### config.mk
export PLATFORM = sky130hd
export DESIGN_NAME = song_recorder
export DESIGN_NICKNAME = d
export VERILOG_FILES = /design/src/rtl/music_defs_pkg.sv /design/src/rtl/song_recorder_beat_dur_counter.sv /design/src/rtl/song_recorder.sv
export SDC_FILE = /design/constraint.sdc
export NUM_CORES = 1
export LEC_CHECK = 0
export CAP_MARGIN = 5
export CORE_MARGIN = 2
export CORE_UTILIZATION = 54
export CTS_CLUSTER_DIAMETER = 200
export DETAILED_ROUTE_END_ITERATION = 16
export PLACE_DENSITY = 0.8
export SLEW_MARGIN = 20
export SYNTH_ARGS = -nofsm -noshare
export SYNTH_HDL_FRONTEND = slang
export SYNTH_SLANG_ARGS = --single-unit
### constraint.sdc
create_clock -name clk -period 2.6 [get_ports clk]
set_input_delay 0.26 -clock clk [delete_from_list [all_inputs] [get_ports clk]]
set_output_delay 0.26 -clock clk [all_outputs]
set_load 0.005 [all_outputs]
### src/rtl/music_defs_pkg.sv
// Shared song-RAM definitions used by the recorder and the reader side.
// Entries are packed {note, duration}; an all-zero word terminates a song.
package music_defs;

    localparam int NOTE_WIDTH = 6;
    localparam int DUR_WIDTH  = 6;

    localparam logic [NOTE_WIDTH-1:0]           REST_NOTE  = '0;
    localparam logic [NOTE_WIDTH+DUR_WIDTH-1:0] END_MARKER = '0;

    typedef struct packed {
        logic [NOTE_WIDTH-1:0] note;
        logic [DUR_WIDTH-1:0]  dur;
    } song_entry_t;

    typedef enum logic [1:0] {
        ST_IDLE,
        ST_ARMED,
        ST_RECORD,
        ST_TERMINATE
    } rec_state_t;

    function automatic song_entry_t pack_entry(input logic [NOTE_WIDTH-1:0] note,
                                               input logic [DUR_WIDTH-1:0]  dur);
        song_entry_t e;
        e.note = note;
        e.dur  = dur;
        return e;
    endfunction

endpackage

### src/rtl/song_recorder_beat_dur_counter.sv
// Saturating beat counter measuring how long the current note or rest has lasted.
// Priority: clear, then load-1, then count.
module beat_dur_counter #(
    parameter int DUR_WIDTH = 6
) (
    input  logic                 clk,
    input  logic                 reset,
    input  logic                 clear,
    input  logic                 load_one,
    input  logic                 count_en,
    output logic [DUR_WIDTH-1:0] dur,
    output logic                 sat
);

    localparam logic [DUR_WIDTH-1:0] DUR_MAX = '1;
    localparam logic [DUR_WIDTH-1:0] DUR_ONE = DUR_WIDTH'(1);

    assign sat = (dur == DUR_MAX);

    always_ff @(posedge clk) begin
        if (reset || clear) begin
            dur <= '0;
        end else if (load_one) begin
            dur <= DUR_ONE;
        end else if (count_en && !sat) begin
            dur <= dur + DUR_ONE;
        end
    end

endmodule

### src/rtl/song_recorder.sv
// Live keypad recorder: measures each held note or rest in beats and writes
// {note, duration} entries to song RAM, closing every recording with an end marker.
//
// state        | meaning
// -------------|-------------------------------------------------------------
// ST_IDLE      | waiting for record_button
// ST_ARMED     | recording, leading silence skipped until the first key
// ST_RECORD    | timing cur_note; commits an entry on every change
// ST_TERMINATE | one cycle; end marker is written and song_length latched
module song_recorder #(
    parameter int ADDR_WIDTH = 7,
    parameter int NOTE_WIDTH = music_defs::NOTE_WIDTH,
    parameter int DUR_WIDTH  = music_defs::DUR_WIDTH
) (
    input  logic                            clk,
    input  logic                            reset,
    input  logic                            record_button,
    input  logic                            beat,
    input  logic [NOTE_WIDTH-1:0]           key_note,
    input  logic                            key_valid,
    output logic                            wr_en,
    output logic [ADDR_WIDTH-1:0]           wr_addr,
    output logic [NOTE_WIDTH+DUR_WIDTH-1:0] wr_data,
    output logic                            recording,
    output logic [ADDR_WIDTH-1:0]           song_length,
    output logic                            full
);

    import music_defs::*;

    localparam logic [ADDR_WIDTH-1:0] ADDR_ONE = ADDR_WIDTH'(1);
    localparam logic [ADDR_WIDTH-1:0] CAP_ADDR = ADDR_WIDTH'((2 ** ADDR_WIDTH) - 2);
    localparam logic [DUR_WIDTH-1:0]  DUR_ONE  = DUR_WIDTH'(1);

    rec_state_t state, state_next;

    logic [NOTE_WIDTH-1:0] obs, cur_note, note_next;
    logic [DUR_WIDTH-1:0]  dur, dur_credit;
    logic                  dur_sat;
    logic [ADDR_WIDTH-1:0] addr_cnt;
    logic                  cnt_clear, cnt_load_one, cnt_en;
    logic                  commit, start, full_set;

    beat_dur_counter #(.DUR_WIDTH(DUR_WIDTH)) u_dur (
        .clk      (clk),
        .reset    (reset),
        .clear    (cnt_clear),
        .load_one (cnt_load_one),
        .count_en (cnt_en),
        .dur      (dur),
        .sat      (dur_sat)
    );

    assign obs = key_valid ? key_note : REST_NOTE;

    // A beat landing on the same cycle as a change belongs to the outgoing entry.
    assign dur_credit = (beat && !dur_sat) ? dur + DUR_ONE : dur;

    assign recording = (state == ST_ARMED) || (state == ST_RECORD);

    always_comb begin
        state_next   = state;
        note_next    = cur_note;
        commit       = 1'b0;
        start        = 1'b0;
        full_set     = 1'b0;
        cnt_clear    = 1'b0;
        cnt_load_one = 1'b0;
        cnt_en       = 1'b0;
        case (state)
            ST_IDLE: begin
                cnt_clear = 1'b1;
                if (record_button) begin
                    start      = 1'b1;
                    state_next = ST_ARMED;
                end
            end
            ST_ARMED: begin
                cnt_clear = 1'b1;
                if (record_button) begin
                    state_next = ST_TERMINATE;
                end else if (obs != REST_NOTE) begin
                    note_next  = obs;
                    state_next = ST_RECORD;
                end
            end
            ST_RECORD: begin
                if (record_button) begin
                    commit     = (dur_credit != '0) && (cur_note != REST_NOTE);
                    state_next = ST_TERMINATE;
                end else if (obs != cur_note) begin
                    note_next = obs;
                    cnt_clear = 1'b1;
                    commit    = (dur_credit != '0);
                end else if (beat && dur_sat) begin
                    commit       = 1'b1;
                    cnt_load_one = 1'b1;
                end else begin
                    cnt_en = beat;
                end
                // Only the terminator slot left: stop taking keys.
                if (commit && !record_button && addr_cnt == CAP_ADDR) begin
                    full_set   = 1'b1;
                    state_next = ST_TERMINATE;
                end
            end
            ST_TERMINATE: state_next = ST_IDLE;
            default:      state_next = ST_IDLE;
        endcase
    end

    always_ff @(posedge clk) begin
        if (reset) begin
            state       <= ST_IDLE;
            cur_note    <= REST_NOTE;
            addr_cnt    <= '0;
            wr_en       <= 1'b0;
            wr_addr     <= '0;
            wr_data     <= '0;
            song_length <= '0;
            full        <= 1'b0;
        end else begin
            state    <= state_next;
            cur_note <= note_next;
            wr_en    <= 1'b0;
            if (start) begin
                addr_cnt    <= '0;
                song_length <= '0;
                full        <= 1'b0;
            end
            if (commit) begin
                wr_en    <= 1'b1;
                wr_addr  <= addr_cnt;
                wr_data  <= {cur_note, dur_credit};
                addr_cnt <= addr_cnt + ADDR_ONE;
            end
            if (full_set) begin
                full <= 1'b1;
            end
            if (state == ST_TERMINATE) begin
                wr_en       <= 1'b1;
                wr_addr     <= addr_cnt;
                wr_data     <= END_MARKER;
                song_length <= addr_cnt;
            end
        end
    end

endmodule

==> report_table.html, run 1 <==
<table>
<tr><th>Metric</th><th>Value</th></tr>
<tr><th colspan="2">Run status</th></tr>
<tr><td>Run status</td><td>complete, no violations</td></tr>
<tr><th colspan="2">Final layout</th></tr>
<tr><td>Number of diodes</td><td>0</td></tr>
<tr><td>Filler cells</td><td>395</td></tr>
<tr><td>Synthesis-to-layout area growth</td><td>26.2%</td></tr>
<tr><td>Final nets</td><td>385</td></tr>
<tr><td>Most common library cell in the layout ignoring fill and taps</td><td>sky130_fd_sc_hd__dfxtp_1</td></tr>
<tr><td>Highest-count cells in the layout ignoring fill and taps</td><td>sky130_fd_sc_hd__dfxtp_1 (49), sky130_fd_sc_hd__nor2_1 (45), sky130_fd_sc_hd__clkdlybuf4s50_1 (39)</td></tr>
<tr><td>Final standard cell area without fillers</td><td>3400 um^2</td></tr>
<tr><td>Non-filler cells in the finished layout</td><td>435</td></tr>
<tr><td>Fraction of layout instances using a drive strength above 1</td><td>0.141</td></tr>
<tr><th colspan="2">Timing</th></tr>
<tr><td>Rel. slew slack</td><td>0.560</td></tr>
<tr><td>Final setup fails</td><td>0</td></tr>
<tr><td>Final hold viol count</td><td>0</td></tr>
<tr><td>Minimum setup slack in the final design</td><td>0.112 ns</td></tr>
<tr><td>Worst Max-Slew Pin Slew</td><td>0.659 ns</td></tr>
<tr><td>Crit share post-route</td><td>0.957</td></tr>
<tr><td>Pins over their slew limit</td><td>0</td></tr>
<tr><td>Upper clock frequency limit</td><td>402 MHz</td></tr>
<tr><td>Unrepaired setup endpoints after global routing</td><td>false</td></tr>
<tr><td>Time the final worst path needs with I/O delays and setup</td><td>2.49 ns</td></tr>
<tr><td>Worst-case clock skew</td><td>0.00677 ns</td></tr>
<tr><th colspan="2">Detailed routing</th></tr>
<tr><td>Number of iterations in the first detailed-routing pass</td><td>4</td></tr>
<tr><td>Routed via count</td><td>2434</td></tr>
<tr><td>Top Layer Used</td><td>met4</td></tr>
<tr><td>Routed length on met2</td><td>2990 um</td></tr>
<tr><td>Wire length on met1</td><td>2920 um</td></tr>
<tr><td>DRC Markers</td><td>0</td></tr>
<tr><td>Wire length per cell after detailed routing</td><td>14.2 um</td></tr>
<tr><td>Post-DRT Antenna Nets</td><td>0</td></tr>
<tr><td>Via count normalized by instance count</td><td>5.60</td></tr>
<tr><td>Wire length after detailed routing</td><td>6180 um</td></tr>
<tr><td>Detailed-routed wire length on met3</td><td>202 um</td></tr>
<tr><td>Initial DRC Count</td><td>129</td></tr>
<tr><th colspan="2">Synthesis</th></tr>
<tr><td>Sequential area share after synthesis</td><td>0.364</td></tr>
<tr><td>Mapped Avg Cell Area</td><td>8.55 um^2</td></tr>
<tr><td>Cell count after synthesis</td><td>315</td></tr>
<tr><td>Most used flip-flop cell after synthesis</td><td>sky130_fd_sc_hd__dfxtp_1</td></tr>
<tr><td>#FFs+latches synth</td><td>49</td></tr>
<tr><td>Cell Area, Synth</td><td>2690 um^2</td></tr>
<tr><td>Number of warnings printed during yosys synthesis</td><td>0</td></tr>
<tr><td>Count of cell types in the netlist</td><td>57</td></tr>
<tr><td>Number of enable flip-flop cells after synthesis</td><td>0</td></tr>
<tr><td>Post-Synthesis Net Count</td><td>333</td></tr>
<tr><td>Fraction of synthesis flops using an asynchronous set or reset pin</td><td>0</td></tr>
<tr><th colspan="2">Clock tree</th></tr>
<tr><td>Source-to-sink clock delay at the later pin of the worst-skew pair</td><td>0.31 ns</td></tr>
<tr><td>Clock Pin Slew Worst Setup and Hold Paths</td><td>0.09 ns</td></tr>
<tr><td>Number of buffers on the longest clock path</td><td>2</td></tr>
<tr><td>Root buffer cell</td><td>sky130_fd_sc_hd__clkbuf_8</td></tr>
<tr><td>Quantity of hold-fixing buffers added after cts</td><td>0</td></tr>
<tr><td>H-tree Lvls</td><td>2</td></tr>
<tr><td>Num CTS Buffers</td><td>5</td></tr>
<tr><td>TritonCTS Sinks</td><td>49</td></tr>
<tr><td>Clock tree from TritonCTS</td><td>built</td></tr>
<tr><th colspan="2">Setup path</th></tr>
<tr><td>Register-to-Register Path Depth</td><td>8</td></tr>
<tr><td>Type of the worst setup path</td><td>in -&gt; reg</td></tr>
<tr><td>Data arrival, critical path</td><td>2.73 ns</td></tr>
<tr><td>Critical path endpoint category</td><td>register</td></tr>
<tr><td>Worst endpoint required time</td><td>2.84 ns</td></tr>
<tr><td>Reg2reg setup slack</td><td>0.21 ns</td></tr>
<tr><td>Maximum fanout encountered on the critical timing path</td><td>17</td></tr>
<tr><td>Kind of start point of the critical path</td><td>input pin</td></tr>
<tr><th colspan="2">GRT</th></tr>
<tr><td>Pin count of the biggest net entering global routing</td><td>26</td></tr>
<tr><td>Number of antenna violations at the first check in global routing</td><td>0</td></tr>
<tr><td>Total overflow reported by the global router</td><td>0</td></tr>
<tr><td>Number of global-route vias before repair</td><td>2241</td></tr>
<tr><td>Global-route usage over all layers</td><td>0.236</td></tr>
<tr><td>Wire length of the first global-routing pass</td><td>10300 um</td></tr>
<tr><th colspan="2">Place</th></tr>
<tr><td>Port bufs</td><td>39</td></tr>
<tr><td>Worst setup timing slack at the placement stage</td><td>-0.261 ns</td></tr>
<tr><td>Dpl hpwl</td><td>4340 um</td></tr>
<tr><td>Routability-driven placement congestion ratio</td><td>0.893</td></tr>
<tr><td>Standard cell area after detailed placement</td><td>3260 um^2</td></tr>
<tr><td>Placed cell count</td><td>425</td></tr>
<tr><th colspan="2">Floorplanning</th></tr>
<tr><td>Core area</td><td>4750 um^2</td></tr>
<tr><td>IO Count</td><td>40</td></tr>
<tr><td>Starting utilization of the core area</td><td>0.567</td></tr>
<tr><td>Width of the chip</td><td>74.6 um</td></tr>
<tr><td>Die area</td><td>5570 um^2</td></tr>
<tr><td>Standard-cell rows</td><td>25</td></tr>
<tr><td>Die height</td><td>74.6 um</td></tr>
<tr><th colspan="2">Run</th></tr>
<tr><td>Reported max-cap violation count</td><td>0</td></tr>
<tr><th colspan="2">Min path</th></tr>
<tr><td>Number of instances on the worst hold path</td><td>2</td></tr>
<tr><td>Worst hold path type</td><td>reg -&gt; reg</td></tr>
<tr><th colspan="2">Pwr</th></tr>
<tr><td>Power Dens Cells</td><td>568 nW/um^2</td></tr>
<tr><td>Highest ir drop seen on vdd</td><td>0.000493 V</td></tr>
<tr><td>Leakage power</td><td>1.31 nW</td></tr>
</table>
==> registers in the layout, indices dropped and copies added, names as in the netlist <==
| signal | count |
|---|---|
| wr_data | 12 |
| addr_cnt | 7 |
| song_length | 7 |
| wr_addr | 7 |
| cur_note | 6 |
| u_dur.dur | 6 |
| state | 2 |
| full | 1 |
| wr_en | 1 |
==> final timing paths <==
check                                   from    endpoint
worst min-delay path              wr_addr[3]  wr_addr[3]
worst min register to register    wr_addr[3]  wr_addr[3]
worst max-delay path               key_valid  wr_addr[5]
worst max register to register  u_dur.dur[4]  wr_data[8]
==> metal layers <==
metal,vias to the layer above,track usage
met2,43,0.376
li1,1228,-
met5,-,0
met3,6,0.0455
met4,0,0.0655
met1,1157,0.329
==> layout make-up <==
class                   instances  area (um^2)  share of cell area
inverters                       9         33.8             0.00994
multi-input cells             237         1600               0.470
well taps                      67         83.8              0.0247
clock buffers                   6         82.6              0.0243
repair buffers                 65          606               0.178
clock inverters                 2         13.8             0.00405
flip-flops and latches         49          981               0.289
==> worst max-delay path: stages <==
cell	delay, ns
sky130_fd_sc_hd__clkdlybuf4s50_1	0.50
sky130_fd_sc_hd__nand2_1	0.08
sky130_fd_sc_hd__or4b_1	0.46
sky130_fd_sc_hd__a32o_2	0.29
sky130_fd_sc_hd__o31a_1	0.32
sky130_fd_sc_hd__a31o_4	0.30
sky130_fd_sc_hd__or3b_1	0.36
sky130_fd_sc_hd__a21oi_1	0.15
==> cells in the mapped netlist (2+ instances only) <==
library cell	number	area, um^2
sky130_fd_sc_hd__nand3_1	10	50.1
sky130_fd_sc_hd__buf_2	2	10.0
sky130_fd_sc_hd__dfxtp_1	49	981
sky130_fd_sc_hd__nor3_1	7	35.0
sky130_fd_sc_hd__nor2_1	45	169
sky130_fd_sc_hd__a21oi_1	19	95.1
sky130_fd_sc_hd__xnor2_1	4	35.0
sky130_fd_sc_hd__or3b_1	5	43.8
sky130_fd_sc_hd__nand3b_1	2	15.0
sky130_fd_sc_hd__a2111o_1	2	22.5
sky130_fd_sc_hd__or2_2	2	12.5
sky130_fd_sc_hd__or3_1	2	12.5
sky130_fd_sc_hd__and2_1	11	68.8
sky130_fd_sc_hd__nor2_2	3	18.8
sky130_fd_sc_hd__inv_1	9	33.8
sky130_fd_sc_hd__a211oi_2	3	37.5
sky130_fd_sc_hd__a211oi_1	4	30.0
sky130_fd_sc_hd__a31oi_1	4	25.0
sky130_fd_sc_hd__buf_6	3	33.8
sky130_fd_sc_hd__clkbuf_1	13	48.8
sky130_fd_sc_hd__mux2_4	2	30.0
sky130_fd_sc_hd__o21ai_0	13	65.1
sky130_fd_sc_hd__nor4bb_1	2	20.0
sky130_fd_sc_hd__o31ai_1	2	15.0
sky130_fd_sc_hd__nand2b_1	9	56.3
sky130_fd_sc_hd__nand2_1	12	45.0
sky130_fd_sc_hd__a41oi_1	2	17.5
sky130_fd_sc_hd__and3_1	10	62.6
sky130_fd_sc_hd__xor2_1	6	52.6
sky130_fd_sc_hd__a311oi_1	2	17.5
sky130_fd_sc_hd__nand4_1	7	43.8
sky130_fd_sc_hd__mux2i_1	18	180
sky130_fd_sc_hd__ha_1	7	87.6
==> logic make-up (layout without fill, tap and decap cells) <==
| kind of cell | Yosys count | count (layout) | share of synthesized area |
|---|---|---|---|
| adder cells (fa/ha/maj) | 7 | 7 | 0.0325 |
| buffers and inverters | 29 | 82 | 0.0502 |
| XOR/XNOR | 10 | 10 | 0.0325 |
| multiplexers | 20 | 20 | 0.0780 |
| flip-flops | 49 | 49 | 0.364 |
| AO/OA/AOI/OAI | 66 | 66 | 0.173 |
| AND/OR/NAND/NOR | 134 | 134 | 0.269 |
==> where the power goes <==
group	leakage (nW)	total, mW	switching [mW]	internal [mW]
Clock	0.0512	0.481	0.265	0.216
Sequential	0.395	0.830	0.0448	0.785
Combinational	0.861	0.619	0.329	0.289
==> through the flow <==
step	util	TNS, ns	hold WS (ns)	power, mW
2_1_floorplan	-	0	0.468	1.23
3_3_place_gp	0.686	-2.51	0.469	1.43
3_5_place_dp	0.686	-5.53	0.470	1.45
4_1_cts	0.706	0	0.486	1.93
5_1_grt	0.715	0	0.501	2.04
6_report	0.715	0	0.478	1.93
==> what timing repair did <==
action                     CTS  global route
gates resized for setup      0             5
setup endpoints to repair    0            21
setup buffers                0             2
No activity file was read; power rests on OpenSTA's default activity.
==> run 2: changes to the inputs <==
Settings changed: CORE_ASPECT_RATIO set to 0.7.
==> run 2 against run 1 <==
Effect of this change: first-iteration DRC count increased by 13%; non-clock buffer count grew 5; final area grew 2.0%; largest power group unchanged; highest routed layer unchanged.
==> report_table.html, run 2 (same netlist as run 1, synthesis figures left out) <==
<table>
<tr><th>Metric</th><th>Value</th></tr>
<tr><th colspan="2">Place</th></tr>
<tr><td>Routability-driven placement congestion ratio</td><td>0.869 (was 0.893)</td></tr>
<tr><td>Dpl hpwl</td><td>4590 um (was 4340 um)</td></tr>
<tr><td>Worst setup timing slack at the placement stage</td><td>-0.265 ns (was -0.261 ns)</td></tr>
<tr><td>Port bufs</td><td>39 (unchanged)</td></tr>
<tr><td>Placed cell count</td><td>433 (was 425)</td></tr>
<tr><th colspan="2">GRT</th></tr>
<tr><td>Wire length of the first global-routing pass</td><td>10900 um (was 10300 um)</td></tr>
<tr><td>Number of antenna violations at the first check in global routing</td><td>0 (unchanged)</td></tr>
<tr><td>Number of global-route vias before repair</td><td>2292 (was 2241)</td></tr>
<tr><td>Pin count of the biggest net entering global routing</td><td>22 (was 26)</td></tr>
<tr><td>Total overflow reported by the global router</td><td>0 (unchanged)</td></tr>
<tr><td>Global-route usage over all layers</td><td>0.246 (was 0.236)</td></tr>
<tr><th colspan="2">Timing</th></tr>
<tr><td>Unrepaired setup endpoints after global routing</td><td>false (unchanged)</td></tr>
<tr><td>Pins over their slew limit</td><td>0 (unchanged)</td></tr>
<tr><td>Time the final worst path needs with I/O delays and setup</td><td>2.48 ns (was 2.49 ns)</td></tr>
<tr><td>Crit share post-route</td><td>0.952 (was 0.957)</td></tr>
<tr><td>Rel. slew slack</td><td>0.576 (was 0.560)</td></tr>
<tr><td>Final hold viol count</td><td>0 (unchanged)</td></tr>
<tr><td>Setup TNS</td><td>0 ns (unchanged)</td></tr>
<tr><td>Worst hold-check slack</td><td>0.484 ns (was 0.478 ns)</td></tr>
<tr><td>Worst Max-Slew Pin Slew</td><td>0.635 ns (was 0.659 ns)</td></tr>
<tr><td>Minimum setup slack in the final design</td><td>0.124 ns (was 0.112 ns)</td></tr>
<tr><td>Upper clock frequency limit</td><td>404 MHz (was 402 MHz)</td></tr>
<tr><td>Final setup fails</td><td>0 (unchanged)</td></tr>
<tr><td>Worst-case clock skew</td><td>0.0103 ns (was 0.00677 ns)</td></tr>
<tr><th colspan="2">Min path</th></tr>
<tr><td>Worst hold path type</td><td>reg -&gt; reg (unchanged)</td></tr>
<tr><td>Number of instances on the worst hold path</td><td>2 (unchanged)</td></tr>
<tr><th colspan="2">Setup path</th></tr>
<tr><td>Worst endpoint required time</td><td>2.83 ns (was 2.84 ns)</td></tr>
<tr><td>Beginning of the critical path</td><td>key_valid (unchanged)</td></tr>
<tr><td>Reg2reg setup slack</td><td>0.17 ns (was 0.21 ns)</td></tr>
<tr><td>Register-to-Register Path Depth</td><td>8 (unchanged)</td></tr>
<tr><td>Startpoint of the most critical register-to-register path</td><td>u_dur.dur[4] (unchanged)</td></tr>
<tr><td>Destination of the critical timing path</td><td>wr_addr[6] (was wr_addr[5])</td></tr>
<tr><td>Maximum fanout encountered on the critical timing path</td><td>10 (was 17)</td></tr>
<tr><td>Levels on crit path</td><td>8 (unchanged)</td></tr>
<tr><td>Gate family responsible for the most delay along the worst path</td><td>compound AO/OA/AOI/OAI gates (unchanged)</td></tr>
<tr><td>Crit path buffers/inverters</td><td>1 (unchanged)</td></tr>
<tr><td>Kind of start point of the critical path</td><td>input pin (unchanged)</td></tr>
<tr><td>Slowest stage delay, CP</td><td>0.49 ns (was 0.50 ns)</td></tr>
<tr><td>Critical path endpoint category</td><td>register (unchanged)</td></tr>
<tr><td>Type of the worst setup path</td><td>in -&gt; reg (unchanged)</td></tr>
<tr><td>RR Endpoint</td><td>state[0] (was wr_data[8])</td></tr>
<tr><td>Cell breakdown of the critical path</td><td>clkdlybuf4s50_1 -&gt; nand2_1 -&gt; or4b_1 -&gt; a32o_2 -&gt; o31a_1 -&gt; a31o_4 -&gt; or3b_1 -&gt; a21oi_1 (unchanged)</td></tr>
<tr><td>Data arrival, critical path</td><td>2.71 ns (was 2.73 ns)</td></tr>
<tr><td>Critical-path cell with the highest stage delay</td><td>sky130_fd_sc_hd__clkdlybuf4s50_1 (unchanged)</td></tr>
<tr><th colspan="2">Clock tree</th></tr>
<tr><td>TritonCTS Sinks</td><td>49 (unchanged)</td></tr>
<tr><td>Clock tree from TritonCTS</td><td>built (unchanged)</td></tr>
<tr><td>Clock Pin Slew Worst Setup and Hold Paths</td><td>0.09 ns (about the same)</td></tr>
<tr><td>Number of buffers on the longest clock path</td><td>2 (unchanged)</td></tr>
<tr><td>Source-to-sink clock delay at the later pin of the worst-skew pair</td><td>0.31 ns (about the same)</td></tr>
<tr><td>H-tree Lvls</td><td>2 (unchanged)</td></tr>
<tr><td>Root buffer cell</td><td>sky130_fd_sc_hd__clkbuf_8 (unchanged)</td></tr>
<tr><td>Quantity of hold-fixing buffers added after cts</td><td>0 (unchanged)</td></tr>
<tr><td>Num CTS Buffers</td><td>5 (unchanged)</td></tr>
<tr><th colspan="2">Final layout</th></tr>
<tr><td>Filler cells</td><td>377 (was 395)</td></tr>
<tr><td>Synthesis-to-layout area growth</td><td>28.7% (was 26.2%)</td></tr>
<tr><td>Non-filler cells in the finished layout</td><td>443 (was 435)</td></tr>
<tr><td>Area occupied by multi-input gates</td><td>1640 um^2 (was 1600 um^2)</td></tr>
<tr><td>Highest-count cells in the layout ignoring fill and taps</td><td>sky130_fd_sc_hd__dfxtp_1 (49), sky130_fd_sc_hd__nor2_1 (44), sky130_fd_sc_hd__clkdlybuf4s50_1 (39) (was sky130_fd_sc_hd__dfxtp_1 (49), sky130_fd_sc_hd__nor2_1 (45), sky130_fd_sc_hd__clkdlybuf4s50_1 (39))</td></tr>
<tr><td>Flip-flop count of the largest register after layout</td><td>12 (unchanged)</td></tr>
<tr><td>Most common library cell in the layout ignoring fill and taps</td><td>sky130_fd_sc_hd__dfxtp_1 (unchanged)</td></tr>
<tr><td>Area occupied by registers</td><td>981 um^2 (unchanged)</td></tr>
<tr><td>Share of the core filled with cells in the final layout</td><td>0.725 (was 0.715)</td></tr>
<tr><td>Largest register by flop count</td><td>wr_data (unchanged)</td></tr>
<tr><td>Final nets</td><td>391 (was 385)</td></tr>
<tr><td>Fraction of layout instances using a drive strength above 1</td><td>0.160 (was 0.141)</td></tr>
<tr><td>Number of diodes</td><td>0 (unchanged)</td></tr>
<tr><th colspan="2">Floorplanning</th></tr>
<tr><td>Width of the chip</td><td>88.4 um (was 74.6 um)</td></tr>
<tr><td>IO Count</td><td>40 (unchanged)</td></tr>
<tr><td>Core area</td><td>4780 um^2 (was 4750 um^2)</td></tr>
<tr><td>Die height</td><td>63.1 um (was 74.6 um)</td></tr>
<tr><td>Standard-cell rows</td><td>21 (was 25)</td></tr>
<tr><td>Die area</td><td>5580 um^2 (was 5570 um^2)</td></tr>
<tr><td>Starting utilization of the core area</td><td>0.563 (was 0.567)</td></tr>
<tr><th colspan="2">Pwr</th></tr>
<tr><td>Leakage power</td><td>1.33 nW (was 1.31 nW)</td></tr>
<tr><td>Power Dens Cells</td><td>561 nW/um^2 (was 568 nW/um^2)</td></tr>
<tr><td>Highest ir drop seen on vdd</td><td>0.000414 V (was 0.000493 V)</td></tr>
<tr><th colspan="2">Detailed routing</th></tr>
<tr><td>Number of iterations in the first detailed-routing pass</td><td>4 (unchanged)</td></tr>
<tr><td>Wire length after detailed routing</td><td>6660 um (was 6180 um)</td></tr>
<tr><td>DRC Markers</td><td>0 (unchanged)</td></tr>
<tr><td>Routed via count</td><td>2519 (was 2434)</td></tr>
<tr><td>Initial DRC Count</td><td>146 (was 129)</td></tr>
<tr><td>Via count normalized by instance count</td><td>5.69 (was 5.60)</td></tr>
<tr><td>Wire length per cell after detailed routing</td><td>15.0 um (was 14.2 um)</td></tr>
<tr><td>Post-DRT Antenna Nets</td><td>0 (unchanged)</td></tr>
<tr><th colspan="2">Run status</th></tr>
<tr><td>Run status</td><td>complete, no violations (unchanged)</td></tr>
<tr><th colspan="2">Run</th></tr>
<tr><td>Reported max-cap violation count</td><td>0 (unchanged)</td></tr>
</table>
run 2: timing repair:
action	in CTS	in global routing
setup buffers	0	1
gates resized for setup	0	9
endpoints found under the setup margin	0	30
run 2: cell type report:
cell class,instances,share of cell area
clock inverters,2,0.00433
clock buffers,6,0.0209
flip-flops and latches,49,0.283
multi-input cells,238,0.473
repair buffers,70,0.184
inverters,9,0.00974
well taps,69,0.0249
run 2: stage by stage:
stage                     cell area [um^2]  power, mW
after floorplan                       2690       1.23
after global placement                3310       1.45
after detailed placement              3310       1.47
after CTS                             3390       1.92
after global routing                  3470       2.05
final                                 3470       1.95
run 2: worst min-delay path by stage:
stage / start / end / slack [ns]
6_report: wr_addr[3] / wr_addr[3] / 0.48
2_1_floorplan: wr_addr[4] / wr_addr[4] / 0.47
3_3_place_gp: wr_addr[4] / wr_addr[4] / 0.47
4_1_cts: wr_addr[3] / wr_addr[3] / 0.49
5_1_grt: wr_addr[4] / wr_addr[4] / 0.53
3_5_place_dp: wr_addr[3] / wr_addr[3] / 0.48
run 2: per-layer routing:
metal | wire length, um | vias up | global-route usage | share of wire
met5 | 0 | - | 0 | 0
met1 | 3320 | 1181 | 0.382 | 0.50
met3 | 450 | 10 | 0.0498 | 0.068
li1 | - | 1249 | - | -
met2 | 2790 | 79 | 0.335 | 0.42
met4 | 95 | 0 | 0.0795 | 0.014
run 2: worst min-delay path, delay by kind of cell (launching register included):
| kind | cells | cell delay (ns) |
|---|---|---|
| flip-flops | 1 | 0.32 |
| multiplexers | 1 | 0.06 |
| AND/OR/NAND/NOR | 1 | 0.06 |
run 2: power by group:
group	switching (mW)	internal (mW)	total, mW
Clock	0.266	0.190	0.456
Sequential	0.0431	0.785	0.828
Combinational	0.363	0.297	0.661
==> run 3: changes to the inputs <==
Settings changed: ABC_CLOCK_PERIOD_IN_PS set to 2600, PLACE_DENSITY 0.8 to unset, PLACE_DENSITY_LB_ADDON set to 0.05.
==> run 3 against run 2 <==
Effect of this change: setup slack lost 0.037 ns; flip-flop and latch count is the same; clock-buffer cell count is the same; non-clock buffer count grew 2; routed wire length shrank 3.1%; largest power group unchanged; via count grew 0.12%; core utilization grew 0.24 points; highest routed layer unchanged; critical path type unchanged; maximum frequency shrank 1.5%; sequential power is essentially flat; clock skew shrank 0.0053 ns; final area grew 0.32%; clock power shrank 2%.
==> report_table.html, run 3 (same netlist as run 1, synthesis figures left out) <==
<table>
<tr><th>Metric</th><th>Value</th></tr>
<tr><th colspan="2">Pwr</th></tr>
<tr><td>Fraction of power spent switching nets</td><td>0.340 (was 0.346)</td></tr>
<tr><td>Power Dens Cells</td><td>553 nW/um^2 (was 561 nW/um^2)</td></tr>
<tr><td>Design Power</td><td>1.92 mW (was 1.95 mW)</td></tr>
<tr><td>Sequential fraction of design power</td><td>0.430 (was 0.426)</td></tr>
<tr><td>Net load switching power</td><td>0.654 mW (was 0.672 mW)</td></tr>
<tr><td>Internal Dissipation</td><td>1.27 mW (about the same)</td></tr>
<tr><td>Relative contribution of the clock network to total power</td><td>0.233 (was 0.235)</td></tr>
<tr><td>Highest ir drop seen on vdd</td><td>0.000410 V (was 0.000414 V)</td></tr>
<tr><td>Leakage power</td><td>1.35 nW (was 1.33 nW)</td></tr>
<tr><td>Share of power burned in combinational logic</td><td>0.338 (was 0.340)</td></tr>
<tr><th colspan="2">Floorplanning</th></tr>
<tr><td>Starting utilization of the core area</td><td>0.563 (unchanged)</td></tr>
<tr><td>Die area</td><td>5580 um^2 (unchanged)</td></tr>
<tr><td>Die height</td><td>63.1 um (unchanged)</td></tr>
<tr><td>IO Count</td><td>40 (unchanged)</td></tr>
<tr><td>Width of the chip</td><td>88.4 um (unchanged)</td></tr>
<tr><td>Standard-cell rows</td><td>21 (unchanged)</td></tr>
<tr><td>Core area</td><td>4780 um^2 (unchanged)</td></tr>
<tr><th colspan="2">GRT</th></tr>
<tr><td>Number of antenna violations at the first check in global routing</td><td>0 (unchanged)</td></tr>
<tr><td>Wire length of the first global-routing pass</td><td>10400 um (was 10900 um)</td></tr>
<tr><td>Global-route usage over all layers</td><td>0.233 (was 0.246)</td></tr>
<tr><td>Total overflow reported by the global router</td><td>0 (unchanged)</td></tr>
<tr><td>Number of global-route vias before repair</td><td>2180 (was 2292)</td></tr>
<tr><td>Pin count of the biggest net entering global routing</td><td>24 (was 22)</td></tr>
<tr><th colspan="2">Timing</th></tr>
<tr><td>Final hold viol count</td><td>0 (unchanged)</td></tr>
<tr><td>Unrepaired setup endpoints after global routing</td><td>true (was false)</td></tr>
<tr><td>Final setup fails</td><td>0 (unchanged)</td></tr>
<tr><td>Worst Max-Slew Pin Slew</td><td>0.527 ns (was 0.635 ns)</td></tr>
<tr><td>Worst-case clock skew</td><td>0.00507 ns (was 0.0103 ns)</td></tr>
<tr><td>Minimum setup slack in the final design</td><td>0.0867 ns (was 0.124 ns)</td></tr>
<tr><td>Rel. slew slack</td><td>0.648 (was 0.576)</td></tr>
<tr><td>Setup TNS</td><td>0 ns (unchanged)</td></tr>
<tr><td>Upper clock frequency limit</td><td>398 MHz (was 404 MHz)</td></tr>
<tr><td>Pins over their slew limit</td><td>0 (unchanged)</td></tr>
<tr><td>Crit share post-route</td><td>0.967 (was 0.952)</td></tr>
<tr><td>Time the final worst path needs with I/O delays and setup</td><td>2.51 ns (was 2.48 ns)</td></tr>
<tr><th colspan="2">Setup path</th></tr>
<tr><td>Maximum fanout encountered on the critical timing path</td><td>9 (was 10)</td></tr>
<tr><td>Kind of start point of the critical path</td><td>input pin (unchanged)</td></tr>
<tr><td>Startpoint of the most critical register-to-register path</td><td>u_dur.dur[0] (was u_dur.dur[4])</td></tr>
<tr><td>Beginning of the critical path</td><td>key_valid (unchanged)</td></tr>
<tr><td>Type of the worst setup path</td><td>in -&gt; reg (unchanged)</td></tr>
<tr><td>Register-to-Register Path Depth</td><td>9 (was 8)</td></tr>
<tr><td>Data arrival, critical path</td><td>2.70 ns (was 2.71 ns)</td></tr>
<tr><td>Critical path endpoint category</td><td>register (unchanged)</td></tr>
<tr><td>Worst endpoint required time</td><td>2.79 ns (was 2.83 ns)</td></tr>
<tr><td>Reg2reg setup slack</td><td>0.19 ns (was 0.17 ns)</td></tr>
<tr><th colspan="2">Final layout</th></tr>
<tr><td>Filler cells</td><td>391 (was 377)</td></tr>
<tr><td>Flip-flop count of the largest register after layout</td><td>12 (unchanged)</td></tr>
<tr><td>Number of diodes</td><td>0 (unchanged)</td></tr>
<tr><td>Final standard cell area without fillers</td><td>3480 um^2 (was 3470 um^2)</td></tr>
<tr><td>Highest-count cells in the layout ignoring fill and taps</td><td>sky130_fd_sc_hd__dfxtp_1 (49), sky130_fd_sc_hd__nor2_1 (45), sky130_fd_sc_hd__clkdlybuf4s50_1 (38) (was sky130_fd_sc_hd__dfxtp_1 (49), sky130_fd_sc_hd__nor2_1 (44), sky130_fd_sc_hd__clkdlybuf4s50_1 (39))</td></tr>
<tr><td>Share of the core filled with cells in the final layout</td><td>0.727 (was 0.725)</td></tr>
<tr><td>Most common library cell in the layout ignoring fill and taps</td><td>sky130_fd_sc_hd__dfxtp_1 (unchanged)</td></tr>
<tr><td>Fraction of layout instances using a drive strength above 1</td><td>0.165 (was 0.160)</td></tr>
<tr><td>Largest register by flop count</td><td>wr_data (unchanged)</td></tr>
<tr><td>Final nets</td><td>393 (was 391)</td></tr>
<tr><td>Synthesis-to-layout area growth</td><td>29.1% (was 28.7%)</td></tr>
<tr><th colspan="2">Clock tree</th></tr>
<tr><td>Number of buffers on the longest clock path</td><td>2 (unchanged)</td></tr>
<tr><td>Clock tree from TritonCTS</td><td>built (unchanged)</td></tr>
<tr><td>Quantity of hold-fixing buffers added after cts</td><td>0 (unchanged)</td></tr>
<tr><td>TritonCTS Sinks</td><td>49 (unchanged)</td></tr>
<tr><td>Num CTS Buffers</td><td>5 (unchanged)</td></tr>
<tr><td>Clock Pin Slew Worst Setup and Hold Paths</td><td>0.09 ns (about the same)</td></tr>
<tr><td>H-tree Lvls</td><td>2 (unchanged)</td></tr>
<tr><td>Root buffer cell</td><td>sky130_fd_sc_hd__clkbuf_8 (unchanged)</td></tr>
<tr><td>Source-to-sink clock delay at the later pin of the worst-skew pair</td><td>0.30 ns (was 0.31 ns)</td></tr>
<tr><th colspan="2">Place</th></tr>
<tr><td>Routability-driven placement congestion ratio</td><td>0.868 (was 0.869)</td></tr>
<tr><td>Standard cell area after detailed placement</td><td>3300 um^2 (was 3310 um^2)</td></tr>
<tr><td>Port bufs</td><td>39 (unchanged)</td></tr>
<tr><td>Worst setup timing slack at the placement stage</td><td>-0.210 ns (was -0.265 ns)</td></tr>
<tr><td>Dpl hpwl</td><td>4420 um (was 4590 um)</td></tr>
<tr><th colspan="2">Min path</th></tr>
<tr><td>Number of instances on the worst hold path</td><td>3 (was 2)</td></tr>
<tr><td>Worst hold path type</td><td>in -&gt; reg (was reg -&gt; reg)</td></tr>
<tr><td>Hold Path Origin</td><td>beat (was wr_addr[3])</td></tr>
<tr><th colspan="2">Run status</th></tr>
<tr><td>Run status</td><td>complete, no violations (unchanged)</td></tr>
<tr><th colspan="2">Detailed routing</th></tr>
<tr><td>Wire length after detailed routing</td><td>6450 um (was 6660 um)</td></tr>
<tr><td>Number of iterations in the first detailed-routing pass</td><td>4 (unchanged)</td></tr>
<tr><td>Via count normalized by instance count</td><td>5.67 (was 5.69)</td></tr>
<tr><td>Initial DRC Count</td><td>157 (was 146)</td></tr>
<tr><td>Wire length per cell after detailed routing</td><td>14.5 um (was 15.0 um)</td></tr>
<tr><td>DRC Markers</td><td>0 (unchanged)</td></tr>
<tr><td>Routed via count</td><td>2522 (was 2519)</td></tr>
<tr><td>Post-DRT Antenna Nets</td><td>0 (unchanged)</td></tr>
<tr><th colspan="2">Run</th></tr>
<tr><td>Reported max-cap violation count</td><td>0 (unchanged)</td></tr>
</table>
-- run 3: cell count changes in the layout (fill, tap and decap cells not counted) --
cell	change
sky130_fd_sc_hd__o311ai_4	-1
sky130_fd_sc_hd__a21oi_2	+1
sky130_fd_sc_hd__a2111oi_2	+1
sky130_fd_sc_hd__dlymetal6s2s_1	+1
sky130_fd_sc_hd__clkdlybuf4s50_1	-1
sky130_fd_sc_hd__o311ai_2	+1
sky130_fd_sc_hd__ha_1	+1
sky130_fd_sc_hd__nor2_2	-1
sky130_fd_sc_hd__a2111oi_1	-1
sky130_fd_sc_hd__a21oi_1	-1
sky130_fd_sc_hd__buf_4	+2
sky130_fd_sc_hd__nor2_1	+1
sky130_fd_sc_hd__ha_2	-1
-- run 3: area by class of cell --
type	instances	area (um^2)	share of cell area
clock buffers	6	72.6	0.0209
clock inverters	2	15.0	0.00432
inverters	9	33.8	0.00971
multi-input cells	238	1630	0.469
flip-flops and latches	49	981	0.282
well taps	69	86.3	0.0248
repair buffers	72	657	0.189
-- run 3: timing repair --
| action | in CTS | in global routing |
|---|---|---|
| buffers inserted | 0 | 4 |
| resized for setup | 0 | 9 |
| setup endpoints to repair | 0 | 12 |
-- run 3: path summary, 6_finish.rpt --
path                                     end
worst min-delay path            u_dur.dur[0]
worst max-delay path              wr_data[1]
worst max register to register      state[1]
worst min register to register    wr_addr[4]
-- run 3: power by group through the flow --
stage / Clock (mW) / Combinational [mW] / Sequential, mW
2_1_floorplan: 0 / 0.396 / 0.834
3_3_place_gp: 0 / 0.598 / 0.840
3_5_place_dp: 0 / 0.607 / 0.843
4_1_cts: 0.456 / 0.614 / 0.824
5_1_grt: 0.495 / 0.715 / 0.833
6_report: 0.447 / 0.649 / 0.826
-- run 3: per-stage QoR --
step	cells	hold slack, ns
finish	445	0.417
detailed placement	432	0.476
global route	445	0.434
CTS	440	0.490
floorplan	315	0.468
global placement	432	0.462
-- run 3: critical path: stages --
cell and delay, ns:
sky130_fd_sc_hd__clkdlybuf4s50_1 0.49, sky130_fd_sc_hd__nand2_1 0.08, sky130_fd_sc_hd__or4b_1 0.48, sky130_fd_sc_hd__a32o_2 0.30, sky130_fd_sc_hd__o31a_1 0.32, sky130_fd_sc_hd__a31o_4 0.30, sky130_fd_sc_hd__buf_4 0.15, sky130_fd_sc_hd__buf_4 0.15
sky130_fd_sc_hd__nor2_1 0.11, sky130_fd_sc_hd__a211oi_2 0.06
-- run 3: routing by layer --
layer / part of all wire / track usage / vias to the layer above / wire (um)
li1: - / - / 1250 / -
met1: 0.51 / 0.362 / 1180 / 3310
met2: 0.40 / 0.313 / 80 / 2610
met3: 0.066 / 0.0550 / 12 / 429
met4: 0.017 / 0.0701 / 0 / 107
met5: 0 / 0 / - / 0
